`src/rtl/hex_scroller.sv`:
```
// Scrolling 7-segment message display: a small character buffer loaded while idle,
// shown through a NUM_DIGITS-wide window that slides by one position every TICK_DIV cycles.
module hex_scroller #(
  parameter int NUM_DIGITS = 6,
  parameter int MSG_LEN    = 8,
  parameter int TICK_DIV   = 50000000
) (
  input  logic                    CLOCK_50,
  input  logic                    resetn,
  input  logic [1:0]              code_in,
  input  logic                    load,
  input  logic                    run,
  input  logic                    hold,
  input  logic                    dir,
  output logic [7*NUM_DIGITS-1:0] HEX,
  output logic                    busy,
  output logic                    step
);

  localparam int OW = (MSG_LEN > 1) ? $clog2(MSG_LEN) : 1;
  localparam int PW = (TICK_DIV > 1) ? $clog2(TICK_DIV) : 1;
  localparam logic [OW-1:0] OFF_MAX = OW'(MSG_LEN - 1);
  localparam logic [PW-1:0] PS_MAX  = PW'(TICK_DIV - 1);

  typedef enum logic [1:0] {IDLE, SCROLL, PAUSE} state_t;

  state_t                  state;
  logic [1:0]              buffer [MSG_LEN];
  logic [OW-1:0]           wr_ptr;
  logic [OW-1:0]           offset;
  logic [PW-1:0]           prescaler;
  logic                    step_p1;
  logic [7*NUM_DIGITS-1:0] hex_p0;
  logic [7*NUM_DIGITS-1:0] hex_p1;

  function automatic logic [6:0] glyph(input logic [1:0] code);
    case (code)
      2'b00:   return 7'b0100001;
      2'b01:   return 7'b0000110;
      2'b10:   return 7'b1111001;
      default: return 7'b1111111;
    endcase
  endfunction

  // Circular +/-1 over 0..MSG_LEN-1; also used to advance the write pointer.
  function automatic logic [OW-1:0] offset_next(input logic [OW-1:0] cur, input logic d);
    if (!d)
      return (cur == OFF_MAX) ? '0 : cur + 1'b1;
    return (cur == '0) ? OFF_MAX : cur - 1'b1;
  endfunction

  function automatic logic [OW-1:0] digit_src(input logic [OW-1:0] off, input int i);
    int s;
    s = (int'(off) + NUM_DIGITS - 1 - i) % MSG_LEN;
    return OW'(s);
  endfunction

  // Stage p0: window decode from the current buffer and offset
  always_comb begin
    hex_p0 = '1;
    for (int i = 0; i < NUM_DIGITS; i++)
      hex_p0[7*i +: 7] = glyph(buffer[digit_src(offset, i)]);
  end

  // Stage p1: control FSM, buffer writes and registered display
  always_ff @(posedge CLOCK_50) begin
    if (!resetn) begin
      state     <= IDLE;
      for (int k = 0; k < MSG_LEN; k++)
        buffer[k] <= 2'b11;
      wr_ptr    <= '0;
      offset    <= '0;
      prescaler <= '0;
      step_p1   <= 1'b0;
      hex_p1    <= '1;
    end else begin
      step_p1 <= 1'b0;
      hex_p1  <= hex_p0;
      case (state)
        IDLE: begin
          if (load) begin
            buffer[wr_ptr] <= code_in;
            wr_ptr         <= offset_next(wr_ptr, 1'b0);
          end
          if (run)
            state <= hold ? PAUSE : SCROLL;
        end
        SCROLL: begin
          if (!run) begin
            state     <= IDLE;
            offset    <= '0;
            prescaler <= '0;
          end else if (hold) begin
            state <= PAUSE;
          end else if (prescaler == PS_MAX) begin
            prescaler <= '0;
            offset    <= offset_next(offset, dir);
            step_p1   <= 1'b1;
          end else begin
            prescaler <= prescaler + 1'b1;
          end
        end
        PAUSE: begin
          if (!run) begin
            state     <= IDLE;
            offset    <= '0;
            prescaler <= '0;
          end else if (!hold) begin
            state <= SCROLL;
          end
        end
        default: state <= IDLE;
      endcase
    end
  end

  assign HEX  = hex_p1;
  assign step = step_p1;
  assign busy = (state != IDLE);

endmodule
```
`config.mk`:
```
export PLATFORM = sky130hd
export DESIGN_NAME = hex_scroller
export DESIGN_NICKNAME = d
export VERILOG_FILES = /design/src/rtl/hex_scroller.sv
export SDC_FILE = /design/constraint.sdc
export NUM_CORES = 1
export LEC_CHECK = 0
export ABC_AREA = 1
export BUFFER_PORTS_ARGS = -buffer_cell sky130_fd_sc_hd__buf_2
export CAP_MARGIN = 20
export CELL_PAD_IN_SITES_DETAIL_PLACEMENT = 0
export CELL_PAD_IN_SITES_GLOBAL_PLACEMENT = 1
export CORE_UTILIZATION = 36
export CTS_BUF_LIST = sky130_fd_sc_hd__clkbuf_4
export DETAILED_ROUTE_END_ITERATION = 10
export GPL_TIMING_DRIVEN = 0
export PLACE_DENSITY = 0.77
export SYNTH_ARGS = -nofsm -noshare
export SYNTH_HDL_FRONTEND = slang
export SYNTH_SLANG_ARGS = --single-unit
```
`constraint.sdc`:
```
create_clock -name CLOCK_50 -period 4.85 [get_ports CLOCK_50]
set_clock_uncertainty 0.15 [all_clocks]
set_input_delay 0.97 -clock CLOCK_50 [delete_from_list [all_inputs] [get_ports CLOCK_50]]
set_output_delay 0.97 -clock CLOCK_50 [all_outputs]
set_load 0.01 [all_outputs]
```
== Word level (Yosys, flattened, before mapping) ==
Memory sizes are Yosys's and may differ from the RTL's.
Index checks and enable logic that the tools add are counted.

* Register bits after elaboration: 77
* RAM bits: 16
* Memories: 1

* Add/subtract/negate cells: 12
* Equality and inequality tests: 23
* Multiplexer cells: 48
* Bitwise gates (word level): 3
* Reduce and logical (&&, ||, !) cells: 17

{| class="wikitable"
|+ Memories
! memory !! depth !! width !! rd ports !! clocked after Yosys merged registers in !! write ports !! line !! text
|-
| buffer || 8 || 2 || 6 || 0 || 8 || 28 || <nowiki>logic [1:0] buffer [MSG_LEN];</nowiki>
|}

{| class="wikitable"
|+ Operators by type and width
! operator !! number
|-
| $pmux 7 s3 || 6
|-
| $mux 26 || 4
|-
| $pmux 26 s2 || 1
|-
| $mux 3 || 12
|-
| $add 26x1->26 const B || 1
|-
| $eq 26x26->1 const B || 1
|-
| $mux 1 || 16
|-
| $eq 2x1->1 const B || 7
|-
| $eq 2x2->1 const B || 7
|-
| $logic_not 2->1 || 7
|-
| $mux 2 || 7
|-
| $ne 3x3->1 const B || 4
|-
| $sub 3x3->3 const B || 4
|-
| $sub 3x1->3 const B || 3
|-
| $add 3x1->3 const B || 2
|-
| $eq 3x3->1 const B || 2
|-
| $logic_not 3->1 || 2
|-
| $pmux 2 s3 || 1
|-
| $pmux 3 s2 || 1
|-
| $reduce_and 3->1 || 2
|-
| $ne 2x2->1 const B || 2
|-
| $reduce_and 4->1 || 1
|-
| $reduce_bool 2->1 || 2
|-
| $reduce_or 4->1 || 1
|-
| 5 further kinds || 7
|}

== Longest topological paths before layout ==
* Depth in word-level cells: 11
* Depth in mapped cells: 12
* Gate-level depth less buffers: 10

== Worst setup path before layout ==
OpenSTA, ideal clock, no wires.

* Path kind: input port to flip-flop
* From: in load
* To: mem buffer[3][0] (enable)
* Arrival: 1,592 ps
* Data required time: 4,373 ps
* Path slack: 2,781 ps
* Stages on the path: 6
* Path buffers: 0
* Cells stage by stage: nand2_1 nor2_1 inv_1 nor2_1 inv_2 o21ai_0

{| class="wikitable"
|+ RTL lines
! element !! line !! text
|-
| from (decl) || 11 || <nowiki>input logic load,</nowiki>
|-
| to (decl) || 28 ||
|}

== Final worst setup path ==
* From: reg state[0]
* To: out busy

* Longest elaborated chain between the ends: 1

{| class="wikitable"
|+ RTL lines
! element !! line !! text
|-
| from (decl) || 27 || <nowiki>state_t state;</nowiki>
|-
| from (signal assigned) || 86 || <nowiki>state <= hold ? PAUSE : SCROLL;</nowiki>
|-
| $reduce_bool 2->1 || 119 || <nowiki>assign busy = (state != IDLE);</nowiki>
|-
| to (decl) || 16 || <nowiki>output logic busy,</nowiki>
|}

No other way between the ends.

==> flow_summary_export.csv <==
group,metric,value,unit
synth,synthCells,560,
route,drt-total-wl,9.215,mm
cts,cts_buffer_depth,2,
power_and_ir_drop,switching_share,27.35,%
cts,cts_buffers,9,
route,drtIter0Drc,166,
worst_setup_path,startpoint_type,"flop",
power_and_ir_drop,power.share.clock,36.6,%
layout,drive_above_1_share,23.60,%
floorplanning,coreArea,10890,um^2
floorplanning,dieHeight,107.9,um
cts,cts_setup_buffers,0,
worst_setup_path,crit_chain,"nor2_1, inv_1, buf_2",
synth,synth_ff_type,"dfxtp_1",
floorplanning,num_io_pins,52,
timing,hold_viol_final,0,
timing,relSlewSlack,60.50,%
synth,ys_ff_latch,69,
worst_setup_path,required,3.73,ns
global_route,antenna_found_initial,0,
worst_setup_path,endpoint_kind,"output pin",
synth,syn_area_per_cell,7.206,um^2
route,num_vias,3574,
floorplanning,rows,38,
place,placed_area,4466,um^2
route,ant_nets,0,
synth,synth_fp_nets,576,
power_and_ir_drop,p_leak,1.856,nW
min_path,holdCritPathClass,"reg2reg",
timing,rsz0062_at_grt,"no",
worst_setup_path,crit_type,"reg2out",
cts,insertion_delay,0.44,ns
timing,max_freq,0.4448,GHz
synth,netlist_top_cells_area,"dfxtp_1, nand2_1, edfxtp_1, inv_1, nor2_1",
min_path,min_delay_worst_endpoint,"prescaler[1]",
global_route,track_usage,17.29,%
layout,final_util,42.68,%
worst_setup_path,max_stage_delay,0.37,ns
cts,tritoncts,"done",
layout,final_area,4647,um^2
power_and_ir_drop,seqPwrFrac,47.2,%
min_path,hold_depth,2,
worst_setup_path,r2r_slack,2.68,ns
worst_setup_path,cp_data_arrival_time,1.13,ns
synth,yosysTopAreaCell,"dfxtp_1",
route,drc_errors,0,
place,gp_congestion,0.8080,
synth,yosysUniqueCellTypes,38,
cts,cts_resized,0,
timing,setup_violations,0,
min_path,hold_path_startpoint,"prescaler[1]",
run,drv_cap,0,
global_route,grt_pass1_wl,15.32,mm
worst_setup_path,crit_path_max_fanout,5,
synth,synth_async_sr_flop_share,0,%
cts,root_buffer,"clkbuf_4",
power_and_ir_drop,p_comb_share,16.2,%
cts,htreeDepth,3,
worst_setup_path,timing.rr.start,"offset[0]",
synth,netlist_area,4035,um^2
cts,clock-sinks,69,
synth,synth_top_cells_by_count,"nand2_1, inv_1, nor2_1",
route,drt-pass1-iter-count,4,
global_route,grt_max_degree,13,
synth,synth.most_common_cell,"nand2_1",
layout,nNetsFinal,638,
worst_setup_path,r2r_end,"HEX[5]",
timing,slew_viol_final,0,
layout,diodes,0,
synth,ys_warn_count,0,
timing,period_minus_slack,2.248,ns
power_and_ir_drop,power.density,282.4,nW/um^2
outcome,run_status,"finished, final reports clean",
worst_setup_path,path_delay_family,"flip-flops",
timing,fin_hold_ws,0.3456,ns
floorplanning,dieArea,11640,um^2
timing,worst_pin_slew,0.5925,ns
worst_setup_path,crit_buf_inv,2,
floorplanning,start_util,37.06,%
route,wl_per_cell,12.01,um
place,dp_hpwl,7.147,mm
global_route,grt_pass1_vias,3315,
timing,final.setup.tns,0,ns
synth,yosysTopAreaCellShare,26.29,%
power_and_ir_drop,power.internal,953.4,uW
place,port_buffers,51,
worst_setup_path,crit_path_start,"state[0]",
cts,cts_hold_buf,0,
layout,synthToLayoutAreaGrowth,15.16,%
synth,yosysSeqAreaShare,38.20,%
worst_setup_path,cp_slowest_cell,"dfxtp_1",
global_route,grt_overflow,0,
power_and_ir_drop,ir_drop,0.1156,mV
timing,period_share,46.35,%
cts,clk_pin_slew,0.13,ns
synth,synth_edf_count,16,
power_and_ir_drop,p_switching,359.0,uW
floorplanning,die_w,107.9,um
route,via_per_inst,4.660,
worst_setup_path,ff2ff_path_depth,10,
-- placed cells by master, fill, tap and decap left out, types with 9 or more instances in the layout --
| cell | Yosys | final |
|---|---|---|
| nand2_1 | 138 | 138 |
| inv_1 | 63 | 63 |
| nor2_1 | 59 | 59 |
| buf_2 | 3 | 54 |
| dfxtp_1 | 53 | 53 |
| o21ai_0 | 42 | 42 |
| nand3_1 | 31 | 31 |
| buf_4 | 28 | 28 |
| nor2_2 | 27 | 27 |
| edfxtp_1 | 16 | 16 |
| xor2_1 | 9 | 9 |
| clkbuf_4 | 0 | 9 |
-- registers in the layout, indices dropped and copies added, names as in the netlist --
register,flops
buffer,16
prescaler,26
wr_ptr,3
offset,3
step,1
HEX,18
state,2
-- per-layer routing --
metal  vias to the layer above  track usage [%]  routed length (um)
met3                        14            2.785                 318
met4                         0            8.219                 200
met1                      1619            23.07                4585
met2                        65            27.11                4111
li1                       1876                -                   -
met5                         -                0                   0
-- cells by family (layout without fill, tap and decap cells) --
kind of cell	Yosys count	in the layout	share of synthesized area [%]
muxes	3	3	0.7442
and+or+nand+nor	290	290	32.59
buffers and inverters	108	175	13.92
adders and majority gates	8	8	2.481
AOI/OAI and AO/OA	69	69	9.241
DFF	69	69	38.20
xor gates and xnor gates	13	13	2.822
-- per-stage QoR --
| step | total power [mW] | instances | setup slack (ns) |
|---|---|---|---|
| global route | 1.379 | 767 | 2.479 |
| floorplan | 0.7827 | 560 | 2.781 |
| global placement | 0.8427 | 751 | 2.464 |
| finish | 1.312 | 767 | 2.602 |
| CTS | 1.328 | 767 | 2.560 |
| detailed placement | 0.8468 | 751 | 2.395 |
-- worst max-delay path by stage --
stage | slack, ns | end | cells after the start
global route | 2.48 | HEX[5] | 10
floorplan | 2.78 | buffer[3][0] | 6
finish | 2.60 | busy | 3
CTS | 2.56 | busy | 3
global placement | 2.46 | buffer[7][0] | 7
detailed placement | 2.39 | buffer[1][1] | 7
-- power groups by stage --
stage | logic (mW) | clock network, mW | registers, mW
final | 0.213 | 0.480 | 0.619
after global routing | 0.243 | 0.514 | 0.623
after CTS | 0.215 | 0.494 | 0.620
after detailed placement | 0.214 | 0 | 0.633
after global placement | 0.211 | 0 | 0.632
after floorplan | 0.145 | 0 | 0.637
-- area by class of cell --
| cell class | count | area, um^2 |
|---|---|---|
| multi-input cells | 383 | 1932 |
| plain buffers | 38 | 299.0 |
| repair buffers | 51 | 255.2 |
| inverters | 70 | 262.8 |
| clock buffers | 9 | 67.56 |
| well taps | 140 | 175.2 |
| flip-flops and latches | 69 | 1541 |
| clock inverters | 7 | 113.9 |
| fillers | 1126 | 6241 |
-- worst min-delay path: stages (launching register included) --
cell     delay, ns
dfxtp_1       0.35
nand2_1       0.06
a21oi_1       0.05
Power figures use the tool's default switching activity.
